File: config.mk
export PLATFORM = sky130hd
export DESIGN_NAME = fft_peak_detect
export DESIGN_NICKNAME = d
export VERILOG_FILES = /design/src/rtl/fft_pkg.sv /design/src/rtl/mag_approx.sv /design/src/rtl/fft_peak_detect.sv
export SDC_FILE = /design/constraint.sdc
export NUM_CORES = 1
export LEC_CHECK = 0
export BUFFER_PORTS_ARGS = -buffer_cell sky130_fd_sc_hd__buf_4
export CORE_UTILIZATION = 53
export DETAILED_ROUTE_END_ITERATION = 8
export HOLD_SLACK_MARGIN = 0.05
export PLACE_DENSITY = 0.78
export SYNTH_ARGS = -nofsm -noshare
export SYNTH_HDL_FRONTEND = slang
export SYNTH_SLANG_ARGS = --single-unit
File: constraint.sdc
create_clock -name clk -period 7.2 [get_ports clk]
set_clock_uncertainty 0.05 [all_clocks]
set_input_delay 1.08 -clock clk [delete_from_list [all_inputs] [get_ports clk]]
set_output_delay 1.08 -clock clk [all_outputs]
set_load 0.02 [all_outputs]
File: src/rtl/fft_pkg.sv
// Shared constants and FSM encoding for the FFT peak detector.
package fft_pkg;
   localparam int DATA_W = 16;
   localparam int N_BINS = 8;
   localparam int IDX_W  = $clog2(N_BINS);
   localparam int MAG_W  = DATA_W + 1;

   typedef enum logic {
      IDLE  = 1'b0,
      ACCUM = 1'b1
   } state_t;
endpackage

File: src/rtl/mag_approx.sv
// Approximate complex magnitude: max(|re|,|im|) + min(|re|,|im|)/2.
// Latency: combinational.
// Backpressure: none, pure function of its inputs.
module mag_approx #(
   parameter int DATA_W = 16
) (
   input  logic [DATA_W-1:0] re,
   input  logic [DATA_W-1:0] im,
   output logic [DATA_W:0]   mag
);
   logic [DATA_W-1:0] a;
   logic [DATA_W-1:0] b;
   logic [DATA_W-1:0] mx;
   logic [DATA_W-1:0] mn;

   always_comb begin
      // Unsigned abs: the most negative input maps to 2^(DATA_W-1) without saturating.
      a   = re[DATA_W-1] ? (~re + 1'b1) : re;
      b   = im[DATA_W-1] ? (~im + 1'b1) : im;
      mx  = (a > b) ? a : b;
      mn  = (a > b) ? b : a;
      mag = {1'b0, mx} + {2'b00, mn[DATA_W-1:1]};
   end
endmodule

File: src/rtl/fft_peak_detect.sv
// Streaming per-frame spectral peak detector with sequence checking.
// Latency: peak_valid two edges after the edge that samples the last bin.
// Backpressure: none; accepts one bin per in_valid cycle, gaps allowed.
module fft_peak_detect #(
   parameter int          DATA_W  = fft_pkg::DATA_W,
   parameter int          N_BINS  = fft_pkg::N_BINS,
   parameter int          IDX_W   = fft_pkg::IDX_W,
   parameter int unsigned THRESH  = 0,
   parameter bit          SKIP_DC = 1'b0
) (
   input  logic              clk,
   input  logic              rst,
   input  logic [DATA_W-1:0] in_re,
   input  logic [DATA_W-1:0] in_im,
   input  logic [IDX_W-1:0]  in_index,
   input  logic              in_valid,
   output logic [IDX_W-1:0]  peak_index,
   output logic [DATA_W:0]   peak_mag,
   output logic              peak_above,
   output logic              peak_valid,
   output logic              seq_err,
   output logic [15:0]       frame_cnt
);
   import fft_pkg::*;

   localparam int              MW       = DATA_W + 1;
   localparam logic [IDX_W-1:0] LAST_IDX = IDX_W'(N_BINS - 1);
   localparam logic [MW-1:0]    THRESH_V = MW'(THRESH);

   state_t            state_q, state_d;
   logic [IDX_W-1:0]  exp_q, exp_d;
   logic              seq_err_q, seq_err_d;
   logic [DATA_W-1:0] re_q, re_d, im_q, im_d;
   logic [IDX_W-1:0]  idx_q, idx_d;
   logic              acc_q, acc_d, start_q, start_d, close_q, close_d;
   logic [MW-1:0]     max_q, max_d;
   logic [IDX_W-1:0]  max_idx_q, max_idx_d;
   logic              max_vld_q, max_vld_d;
   logic              close_b_q, close_b_d;
   logic [IDX_W-1:0]  peak_index_q, peak_index_d;
   logic [MW-1:0]     peak_mag_q, peak_mag_d;
   logic              peak_above_q, peak_above_d;
   logic              peak_valid_q, peak_valid_d;
   logic [15:0]       frame_cnt_q, frame_cnt_d;
   logic [MW-1:0]     mag;

   // Sequencing FSM; decisions travel down the pipe as acc/start/close flags.
   always_comb begin
      state_d   = state_q;
      exp_d     = exp_q;
      seq_err_d = 1'b0;
      acc_d     = 1'b0;
      start_d   = 1'b0;
      close_d   = 1'b0;
      re_d      = in_re;
      im_d      = in_im;
      idx_d     = in_index;
      case (state_q)
         IDLE: begin
            if (in_valid && in_index == '0) begin
               acc_d   = 1'b1;
               start_d = 1'b1;
               exp_d   = IDX_W'(1);
               state_d = ACCUM;
            end
         end
         ACCUM: begin
            if (in_valid) begin
               if (in_index == exp_q) begin
                  acc_d = 1'b1;
                  exp_d = exp_q + 1'b1;
                  if (in_index == LAST_IDX) begin
                     close_d = 1'b1;
                     state_d = IDLE;
                  end
               end else if (in_index == '0) begin
                  seq_err_d = 1'b1;
                  acc_d     = 1'b1;
                  start_d   = 1'b1;
                  exp_d     = IDX_W'(1);
               end else begin
                  seq_err_d = 1'b1;
                  state_d   = IDLE;
               end
            end
         end
         default: state_d = IDLE;
      endcase
   end

   mag_approx #(.DATA_W(DATA_W)) u_mag (
      .re  (re_q),
      .im  (im_q),
      .mag (mag)
   );

   // Stage B running max; a frame start re-seeds it so a dropped frame leaves no residue.
   always_comb begin
      max_d     = max_q;
      max_idx_d = max_idx_q;
      max_vld_d = max_vld_q;
      close_b_d = acc_q & close_q;
      if (acc_q) begin
         if (start_q) begin
            if (SKIP_DC) begin
               max_d     = '0;
               max_idx_d = '0;
               max_vld_d = 1'b0;
            end else begin
               max_d     = mag;
               max_idx_d = idx_q;
               max_vld_d = 1'b1;
            end
         end else if (!max_vld_q || mag > max_q) begin
            max_d     = mag;
            max_idx_d = idx_q;
            max_vld_d = 1'b1;
         end
      end
   end

   // Output stage reads the closed frame's max on the same edge stage B may re-seed it.
   always_comb begin
      peak_index_d = peak_index_q;
      peak_mag_d   = peak_mag_q;
      peak_above_d = peak_above_q;
      frame_cnt_d  = frame_cnt_q;
      peak_valid_d = close_b_q;
      if (close_b_q) begin
         peak_index_d = max_idx_q;
         peak_mag_d   = max_q;
         peak_above_d = (max_q > THRESH_V);
         frame_cnt_d  = frame_cnt_q + 16'd1;
      end
   end

   always_ff @(posedge clk or negedge rst) begin
      if (!rst) begin
         state_q      <= IDLE;
         exp_q        <= '0;
         seq_err_q    <= 1'b0;
         re_q         <= '0;
         im_q         <= '0;
         idx_q        <= '0;
         acc_q        <= 1'b0;
         start_q      <= 1'b0;
         close_q      <= 1'b0;
         max_q        <= '0;
         max_idx_q    <= '0;
         max_vld_q    <= 1'b0;
         close_b_q    <= 1'b0;
         peak_index_q <= '0;
         peak_mag_q   <= '0;
         peak_above_q <= 1'b0;
         peak_valid_q <= 1'b0;
         frame_cnt_q  <= '0;
      end else begin
         state_q      <= state_d;
         exp_q        <= exp_d;
         seq_err_q    <= seq_err_d;
         re_q         <= re_d;
         im_q         <= im_d;
         idx_q        <= idx_d;
         acc_q        <= acc_d;
         start_q      <= start_d;
         close_q      <= close_d;
         max_q        <= max_d;
         max_idx_q    <= max_idx_d;
         max_vld_q    <= max_vld_d;
         close_b_q    <= close_b_d;
         peak_index_q <= peak_index_d;
         peak_mag_q   <= peak_mag_d;
         peak_above_q <= peak_above_d;
         peak_valid_q <= peak_valid_d;
         frame_cnt_q  <= frame_cnt_d;
      end
   end

   assign peak_index = peak_index_q;
   assign peak_mag   = peak_mag_q;
   assign peak_above = peak_above_q;
   assign peak_valid = peak_valid_q;
   assign seq_err    = seq_err_q;
   assign frame_cnt  = frame_cnt_q;
endmodule
== Yosys cells after proc, flatten, opt, wreduce, memory -nomap -nowiden ==
Index checks and enable logic that the tools add are counted.

* Add/sub/neg operators: 5
* Magnitude comparators: 3
* Equal/unequal tests: 5
* Mux-type cells: 34
* Bitwise operators: 4
* Reductions and logical operators: 7

{| class="wikitable"
|+ Operator list
! cell !! number
|-
| $mux 16 || 4
|-
| $add 16x1->16 const B || 3
|-
| $mux 17 || 2
|-
| $not 16->16 || 2
|-
| $mux 1 || 18
|-
| $mux 3 || 6
|-
| $add 16x15->17 || 1
|-
| $gt 17x1->1 const B || 1
|-
| $gt 17x17->1 || 1
|-
| $gt 16x16->1 || 1
|-
| $pmux 1 s2 || 3
|-
| $pmux 3 s2 || 1
|-
| $ne 2x2->1 const B || 2
|-
| $add 3x1->3 const B || 1
|-
| $eq 3x3->1 || 1
|-
| $eq 3x3->1 const B || 1
|-
| $logic_not 3->1 || 1
|-
| $ne 3x1->1 const B || 1
|-
| $reduce_and 3->1 || 1
|-
| $reduce_and 2->1 || 1
|-
| $reduce_bool 2->1 || 1
|-
| $and 1x1->1 || 1
|-
| $logic_and 1x1->1 || 1
|-
| $logic_not 1->1 || 1
|-
| 2 further kinds || 2
|}

* Bits in registers: 103
* Input port bits: 38
* Output and inout port bits: 39

== Longest topological paths before layout ==
Gate-level depths: netlist of the first run.

* Depth in word-level cells: 10
* Gate-level depth with buffers: 33

== Modules after synthesis ==
A second synthesis of the first run with hierarchy kept.

* Cells, all modules: 555
* Area, all modules: 6109.6 um2

{| class="wikitable"
|+ Modules (own cells, without submodules)
! module !! instances !! cells an instance !! area an instance (um2) !! sequential area each (um2)
|-
| fft_peak_detect || 1 || 285 || 4100.2 || 2577.5
|-
| mag_approx || 1 || 270 || 2009.4 || 0.0
|}

== Least setup slack after synthesis of the first run ==
Ideal clock, no wire load.

* Path type: register to register
* From: register re_q[5]
* To: register max_idx_q[2]
* Arrival time: 6.728 ns
* Path slack: 0.297 ns
* Cell stages (with the launch flop): 32
* Cell sequence: dfrtp_1 -> or4_4 -> nor2_4 -> nand3_4 -> o41ai_1 -> xor2_1 -> inv_1 -> ha_1 -> nand4_1 -> nor2_1 -> a211o_1 -> a221o_1 -> nand2_1 -> buf_2 -> mux2i_1 -> ha_1 -> fa_1 -> a211oi_1 -> nor2_1 -> o221a_2 -> a21oi_1 -> inv_1 -> a211oi_1 -> nor2_1 -> ha_1 -> o21ai_0 -> o21a_1 -> nand2_1 -> o211ai_1 -> a31oi_1 -> buf_2 -> mux2_2

* Longest elaborated chain between the ends: 10
* Elaborated cells between the ends (all ways): 11
* Those cells by class: add/sub (2); order compare (2); mux (3); bitwise (1); reduce/logical (3)

{| class="wikitable"
|+ RTL lines
! element !! RTL line !! text
|-
| start: declaration || fft_peak_detect.sv:33 || <nowiki>logic [DATA_W-1:0] re_q, re_d, im_q, im_d;</nowiki>
|-
| start signal: assignment || fft_peak_detect.sv:161 || <nowiki>re_q <= re_d;</nowiki>
|-
| $not 16->16 || mag_approx.sv:18 || <nowiki>a = re[DATA_W-1] ? (~re + 1'b1) : re;</nowiki>
|-
| $add 16x1->16 || mag_approx.sv:18 ||
|-
| $mux 16 * || mag_approx.sv:18 ||
|-
| $gt 16x16->1 || mag_approx.sv:20, mag_approx.sv:21 ||
|-
| $mux 16, on equally long branches || mag_approx.sv:20, mag_approx.sv:21 ||
|-
| $add 16x15->17 * || mag_approx.sv:22 || <nowiki>mag = {1'b0, mx} + {2'b00, mn[DATA_W-1:1]};</nowiki>
|-
| via mag[16] || fft_peak_detect.sv:45 || <nowiki>logic [MW-1:0] mag;</nowiki>
|-
| $gt 17x17->1 * || fft_peak_detect.sv:114 || <nowiki>end else if (!max_vld_q || mag > max_q) begin</nowiki>
|-
| $logic_or 1x1->1 * || fft_peak_detect.sv:114 ||
|-
| $reduce_bool 2->1 (no line) * || - ||
|-
| $reduce_and 2->1 (no line) * || - ||
|-
| end signal: assignment || fft_peak_detect.sv:168 || <nowiki>max_idx_q <= max_idx_d;</nowiki>
|-
| end: declaration || fft_peak_detect.sv:37 || <nowiki>logic [IDX_W-1:0] max_idx_q, max_idx_d;</nowiki>
|}

Mark *: on every way through the listed nets, which the timed path passes. The rest lies on a longest branch.
A chain may end at the register's enable or synchronous reset.

== Worst setup path after layout of the first run ==
* From: register re_q[3]
* To: register max_idx_q[2]

Same word-level chain as after synthesis.

==> results.json, run 1 <==
{
  "cts_tree": "done",
  "crit_type": "register to register",
  "cts_buffers": 9,
  "clk_latency_ns": 0.36,
  "clkTransAtPathRegs_ns": 0.08,
  "antenna_found_initial": 0,
  "drcViolationCount": 0,
  "path_common_cell": "ha_1",
  "nFillCells": 835,
  "fmax_mhz": 144,
  "crit_slowest_cell": "or4_1",
  "layout_commonest_cell": "dfrtp_1",
  "placedInstanceArea_um2": 6740,
  "postSynthCellCount": 565,
  "cts_sinks": 103,
  "synth_edf_count": 0,
  "worst_slew_pin_slew_ns": 0.859,
  "place_ws_ns": -0.0457,
  "layout.nets": 740,
  "drt_pass1_iterations": 4,
  "syn_area_per_cell_um2": 10.6,
  "arrival_ns": 7.11,
  "hold_violations": 0,
  "crit_family": "simple AND/OR/NAND/NOR gates",
  "grt_first_pass_wirelength_um": 20200,
  "ys_seq_area_frac": 0.430,
  "die_area_um2": 11700,
  "post-route-util": 0.651,
  "start_util": 0.548,
  "path_buf_inv": 3,
  "placedCellCount": 774,
  "numPortBuffers": 76,
  "start_kind": "register",
  "std_cell_rows": 38,
  "maxCapViolCount": 0,
  "finalPower_mw": 2.04,
  "period_minus_slack_ns": 6.92,
  "ys_seq_elements": 103,
  "ys_warn_count": 0,
  "period_share": 0.961,
  "core_area_um2": 10900,
  "holdBufCountCts": 0,
  "vdd_drop_max_uv": 145,
  "place_congestion": 0.883,
  "crit_path_max_fanout": 34,
  "p_switching_mw": 0.770,
  "die_width_um": 108,
  "layout-drive-gt1-share": 0.239,
  "swShare": 0.378,
  "vias": 4399,
  "drv_slew": 0,
  "die_y_um": 108,
  "drtAntennaViolNets": 0,
  "first_iter_violations": 174,
  "fin_cells": 794,
  "dp_hpwl_um": 9130,
  "grt_use_total": 0.220,
  "synth_cell_types": 58,
  "tns_ns": 0,
  "wl_per_cell_um": 15.1,
  "comb_power_share": 0.425,
  "power_density_nw_per_um2": 286,
  "cpPeakStageDelay_ns": 0.56,
  "overflow": 0,
  "end_kind": "register",
  "final_cell_mix": "dfrtp_1, buf_4, ha_1",
  "p_int_mw": 1.27,
  "setup_viol": 0,
  "grt_max_degree": 73,
  "clkPwrFrac": 0.233,
  "whs_ns": 0.407,
  "grt_pass1_vias": 4320,
  "max_slew_margin": 0.427,
  "wl_um": 12000,
  "synthArstFlopShare": 1.00,
  "htreeDepth": 3,
  "fin_ws_ns": 0.279,
  "status": "completed",
  "leakage_nw": 3.52,
  "syn-cell-area_um2": 5990,
  "p_seq_frac": 0.343,
  "clk_path_buf_depth": 2,
  "vias_per_cell": 5.54,
  "synth-main-ff-cell": "dfrtp_1",
  "fin_area_um2": 7120,
  "area_growth_pct": 18.9,
  "root_buffer": "clkbuf_16",
  "worstHoldPathType": "register to register",
  "io_pins": 77,
  "crit_required_ns": 7.39,
  "antenna_cells": 0,
  "syn_nets": 656
}
[logic make-up after synthesis]
group                      count (synthesis)  share of synthesized area
AOI/OAI and AO/OA                        101                      0.108
adders and majority gates                 53                      0.112
muxes                                     58                      0.103
buffers and inverters                     53                     0.0340
and+or+nand+nor                          139                      0.128
xor gates and xnor gates                  58                     0.0848
DFF                                      103                      0.430
[state kept, by name (all words and copies together), names as in the netlist, 3 cells and up]
| name | count |
|---|---|
| max_idx_q | 3 |
| peak_index | 3 |
| im_q | 16 |
| exp_q | 3 |
| idx_q | 3 |
| re_q | 16 |
| frame_cnt | 16 |
| peak_mag | 17 |
| max_q | 17 |
[what timing repair did]
action                     in CTS  in global routing
cloned                          0                  0
buffers inserted                0                  4
pin swaps                       0                  6
gates resized for setup         1                 12
setup endpoints to repair       8                 20
[power by group through the flow]
stage / combinational (mW) / sequential [mW] / clock, mW
detailed placement: 0.829 / 0.707 / 0
global route: 0.976 / 0.707 / 0.510
floorplan: 0.630 / 0.689 / 0
CTS: 0.843 / 0.697 / 0.478
global placement: 0.784 / 0.704 / 0
finish: 0.864 / 0.698 / 0.474
[path summary, 6_finish.rpt]
| check | from | to | slack (ns) | depth (start not counted) |
|---|---|---|---|---|
| max | re_q[3] | max_idx_q[2] | 0.28 | 27 |
| min | close_q | close_b_q | 0.41 | 1 |
| max reg2reg | re_q[3] | max_idx_q[2] | 0.28 | 27 |
| min reg2reg | close_q | close_b_q | 0.41 | 1 |
| max in group asynchronous | rst | im_q[12] | 5.30 | 2 |
| min in group asynchronous | rst | frame_cnt[15] | 0.60 | 1 |
[cells in the mapped netlist, drive strengths merged, types with 7 or more instances]
cell type,number,share of area
dfrtp,103,0.43
ha,52,0.11
nand2,52,0.033
inv,41,0.026
xor2,38,0.056
o21ai,35,0.029
mux2i,30,0.050
mux2,28,0.053
a21oi,21,0.018
nor2,20,0.014
xnor2,20,0.029
nand3,12,0.012
nand4,11,0.011
a21o,8,0.010
clkbuf,7,0.0044
o31ai,7,0.0096
[routing by layer]
layer | vias to the layer above | share of wire | GRT usage
met5 | - | 0 | 0
met4 | 0 | 0.027 | 0.0956
met3 | 29 | 0.036 | 0.0356
met2 | 112 | 0.49 | 0.369
met1 | 2090 | 0.45 | 0.280
li1 | 2168 | - | -
[layout make-up]
class                   count  area [µm²]  share of cell area
clock buffers               9         225              0.0316
clock inverters             7        61.3             0.00861
inverters                  41         154              0.0216
multi-input cells         409        3270               0.459
flip-flops and latches    103        2580               0.362
well taps                 140         175              0.0246
repair buffers             85         658              0.0924
(Power assumes the default switching activity.)
==> inputs of run 2 (changes only) <==
GPL_ROUTABILITY_DRIVEN = 0   (was not set)
REMOVE_ABC_BUFFERS = 1   (was not set)
==> results.json, run 2 (synthesis gave the netlist of run 1 again) <==
{
  "vias_per_cell": 5.61,
  "cts_buffers": 9,
  "crit_path_max_fanout": 14,
  "crit_family": "compound AO/OA/AOI/OAI gates",
  "startpoint": "re_q[3]",
  "fmax_mhz": 144,
  "drcViolationCount": 0,
  "leakage_nw": 3.58,
  "clkTransAtPathRegs_ns": 0.07,
  "drt_pass1_iterations": 4,
  "clk_latency_ns": 0.35,
  "arrival_ns": 7.12,
  "maxCapViolCount": 0,
  "die_width_um": 108,
  "die_y_um": 108,
  "nFillCells": 847,
  "max_slew_margin": 0.290,
  "htreeDepth": 3,
  "antenna_cells": 0,
  "worst_slew_pin_slew_ns": 1.07,
  "grt_max_degree": 64,
  "status": "completed",
  "rrSetupSlack_ns": 0.26,
  "die_area_um2": 11700,
  "comb_power_share": 0.426,
  "placedCellCount": 773,
  "worstReg2RegEnd": "max_q[10]",
  "tns_ns": 0,
  "final_cell_mix": "dfrtp_1, buf_4, ha_1",
  "wl_um": 12100,
  "crit_required_ns": 7.38,
  "post-route-util": 0.662,
  "cts_sinks": 103,
  "hp-start": "idx_q[0]",
  "r2r_cells": 29,
  "io_pins": 77,
  "cts_tree": "done",
  "p_switching_mw": 0.761,
  "wl_per_cell_um": 15.2,
  "clk_path_buf_depth": 2,
  "layout.nets": 746,
  "std_cell_rows": 38,
  "fin_cells": 800,
  "end_kind": "register",
  "grt_first_pass_wirelength_um": 19500,
  "layout_commonest_cell": "dfrtp_1",
  "swShare": 0.365,
  "period_share": 0.963,
  "setup_viol": 0,
  "drv_slew": 0,
  "power_density_nw_per_um2": 288,
  "whs_ns": 0.421,
  "vias": 4486,
  "cpPeakStageDelay_ns": 0.55,
  "hold_depth": 1,
  "whs_endpoint": "max_idx_q[0]",
  "area_growth_pct": 20.8,
  "crit_slowest_cell": "or4_4",
  "path_common_cell": "ha_1",
  "worstHoldPathType": "register to register",
  "overflow": 0,
  "path_buf_inv": 3,
  "p_seq_frac": 0.335,
  "grt_use_total": 0.214,
  "start_util": 0.548,
  "core_area_um2": 10900,
  "dp_hpwl_um": 9090,
  "period_minus_slack_ns": 6.94,
  "hold_violations": 0,
  "numPortBuffers": 76,
  "grt_pass1_vias": 4325,
  "crit_type": "register to register",
  "layout-drive-gt1-share": 0.247,
  "first_iter_violations": 156,
  "rr_startpoint": "re_q[3]",
  "holdBufCountCts": 0,
  "clkPwrFrac": 0.240,
  "root_buffer": "clkbuf_16",
  "drtAntennaViolNets": 0,
  "start_kind": "register",
  "antenna_found_initial": 0,
  "vdd_drop_max_uv": 151,
  "p_int_mw": 1.33
}
run 2: cell types whose count changed in the layout (fill, tap and decap cells not counted), sizes merged:
cell | before | now
buf | 85 | 90
bufinv | 0 | 1
clkbuf | 9 | 11
clkinv | 1 | 3
clkinvlp | 1 | 0
inv | 46 | 43
run 2: layer usage:
layer | share of wire | vias up | track usage
met5 | 0 | - | 0
met4 | 0.019 | 0 | 0.0714
met3 | 0.033 | 19 | 0.0440
met2 | 0.51 | 106 | 0.377
met1 | 0.44 | 2178 | 0.261
li1 | - | 2183 | -
run 2: power groups by stage:
stage,Clock (mW),Combinational [mW],Sequential [mW]
floorplan,0,0.628,0.690
global placement,0,0.782,0.705
detailed placement,0,0.825,0.708
CTS,0.509,0.836,0.698
global route,0.537,1.00,0.709
finish,0.500,0.888,0.699
run 2: worst max-delay path by stage:
| stage | endpoint | slack (ns) | cells after the start |
|---|---|---|---|
| 2_1_floorplan | max_idx_q[0] | -1.09 | 29 |
| 3_3_place_gp | max_q[10] | 0.26 | 30 |
| 3_5_place_dp | max_q[10] | -0.04 | 30 |
| 4_1_cts | max_q[10] | 0.05 | 29 |
| 5_1_grt | max_q[16] | -0.06 | 30 |
| 6_report | max_q[10] | 0.26 | 29 |
run 2: worst register-to-register path: cells and delay by family (launching register included):
kind	cells	cell delay [ns]
adders and majority gates	3	0.92
and+or+nand+nor	8	1.64
buffers and inverters	3	0.46
xor gates and xnor gates	2	0.37
muxes	2	0.56
DFF	1	0.41
AOI/OAI and AO/OA	11	2.42
run 2: timing repair:
action / in CTS / in global routing
resized for setup: 1 / 18
setup endpoints to repair: 3 / 20
pin swaps: 0 / 12
cloned: 0 / 3
setup buffers: 0 / 8
run 2: per-stage QoR:
stage / cell area (µm²) / worst slack [ns] / power [mW]
after CTS: 7050 / 0.0489 / 2.04
after global routing: 7240 / -0.0647 / 2.25
after floorplan: 5940 / -1.09 / 1.32
final: 7240 / 0.265 / 2.09
after detailed placement: 6740 / -0.0426 / 1.53
after global placement: 6740 / 0.263 / 1.49
run 2: final cells by class:
class | instances | area (µm²) | share of cell area
clock inverters | 6 | 76.3 | 0.0105
multi-input cells | 409 | 3300 | 0.456
well taps | 140 | 175 | 0.0242
clock buffers | 10 | 239 | 0.0330
inverters | 41 | 154 | 0.0213
flip-flops and latches | 103 | 2580 | 0.356
repair buffers | 91 | 716 | 0.0989
==> inputs of run 3 (changes only) <==
CORE_UTILIZATION = 50   (was 53)
PLACE_DENSITY = 0.74   (was 0.78)
==> results.json, run 3 (synthesis gave the netlist of run 1 again) <==
{
  "root_buffer": "clkbuf_16",
  "final_cell_mix": "dfrtp_1, buf_4, ha_1",
  "post-route-util": 0.617,
  "die_y_um": 111,
  "crit_type": "register to register",
  "groute.layer.met2.usage": 0.347,
  "crit_family": "compound AO/OA/AOI/OAI gates",
  "layout.nets": 739,
  "dp_hpwl_um": 9040,
  "violations": "design-rule violations",
  "grt-busiest-layer": "met2",
  "wl_um": 12000,
  "leakage_nw": 3.51,
  "start_util": 0.518,
  "grt_max_degree": 67,
  "wl_per_cell_um": 15.1,
  "antenna_cells": 0,
  "clkTransAtPathRegs_ns": 0.07,
  "cts_sinks": 103,
  "area_growth_pct": 19.0,
  "period_minus_slack_ns": 6.90,
  "max_slew_margin": 0.280,
  "path_depth": 31,
  "die_area_um2": 12400,
  "numPortBuffers": 76,
  "overflow": 0,
  "layout-drive-gt1-share": 0.237,
  "vdd_drop_max_uv": 161,
  "start_kind": "register",
  "cts_tree": "done",
  "clk_latency_ns": 0.35,
  "vias": 4399,
  "worstHoldPathType": "register to register",
  "worst_slew_pin_slew_ns": 1.08,
  "end_kind": "register",
  "cts_buffers": 9,
  "grt_use_total": 0.203,
  "drt_pass1_iterations": 7,
  "layout_commonest_cell": "dfrtp_1",
  "drtAntennaViolNets": 0,
  "drcViolationCount": 7,
  "status": "complete, but fails checks",
  "grt_first_pass_wirelength_um": 20200,
  "core_area_um2": 11600,
  "power_density_nw_per_um2": 285,
  "grt_pass1_vias": 4345,
  "r2r_cells": 31,
  "io_pins": 77,
  "cpPeakStageDelay_ns": 0.56,
  "path_buf_inv": 4,
  "crit_slowest_cell": "or4_4",
  "drv_slew": 0,
  "hold_depth": 1,
  "htreeDepth": 3,
  "met1_usage": 0.251,
  "crit_required_ns": 7.39,
  "std_cell_rows": 39,
  "die_width_um": 111,
  "setup_viol": 0,
  "clk_path_buf_depth": 2,
  "placedInstanceArea_um2": 6740,
  "nFillCells": 930,
  "crit_path_max_fanout": 13,
  "arrival_ns": 7.09,
  "vias_per_cell": 5.53,
  "maxCapViolCount": 0,
  "period_share": 0.958,
  "fin_area_um2": 7130,
  "antenna_found_initial": 0,
  "first_iter_violations": 177,
  "grt_use_met3": 0.0381,
  "fmax_mhz": 145,
  "hold_violations": 0
}
run 3: cell count changes in the layout (fill, tap and decap cells not counted), sizes merged:
cell and delta:
clkbuf -1, buf -6, clkinvlp +3, inv -1, clkinv -2
run 3: cell type report:
cell class	instances	area, µm²	share of cell area
multi-input combinational	409	3270	0.459
sequential	103	2580	0.361
timing repair buffer	84	648	0.0909
clock buffer	10	229	0.0321
tap	143	179	0.0251
inverter	41	154	0.0216
clock inverter	6	70.1	0.00982
run 3: worst paths after layout:
path                                end  slack, ns  startpoint
hold / removal                close_b_q       0.41     close_q
setup reg to reg           max_idx_q[0]       0.30     re_q[5]
hold reg to reg               close_b_q       0.41     close_q
min in group asynchronous    peak_above       0.63         rst
max in group asynchronous      exp_q[0]       5.30         rst
setup / recovery           max_idx_q[0]       0.30     re_q[5]
run 3: what timing repair did:
item	4_1_cts	5_1_grt
setup endpoints to repair	7	20
gates cloned	0	1
pin swaps	0	6
hold buffers	0	0
buffers inserted	0	3
resized for setup	1	14
run 3: through the flow:
stage	hold WS [ns]	std cells	setup WS (ns)	TNS [ns]	power, mW
floorplan	0.384	553	-1.09	-19.30	1.32
global placement	0.389	776	0.263	0	1.49
detailed placement	0.391	776	-0.0549	-0.215	1.53
CTS	0.408	792	0.00468	0	2.03
global route	0.426	796	-0.0720	-0.463	2.19
finish	0.405	796	0.302	0	2.04
run 3: worst reg2reg max path, delay by kind of cell (launching register included):
family / cells / cell delay (ns)
adder cells (fa/ha/maj): 4 / 1.31
buffers and inverters: 4 / 0.48
AO/OA/AOI/OAI: 12 / 2.59
multiplexers: 2 / 0.44
flip-flops: 1 / 0.41
AND/OR/NAND/NOR: 8 / 1.29
XOR/XNOR: 1 / 0.20
run 3: power by group:
group	internal (mW)	total, mW	switching (mW)
sequential	0.643	0.700	0.0571
clock	0.271	0.483	0.212
combinational	0.378	0.852	0.475
total	1.29	2.04	0.744
run 3: metal layers:
metal / vias up / routed length, µm / share of wire
li1: 2166 / - / -
met1: 2104 / 5350 / 0.44
met2: 111 / 6010 / 0.50
met3: 18 / 440 / 0.037
met4: 0 / 240 / 0.020
met5: - / 0 / 0
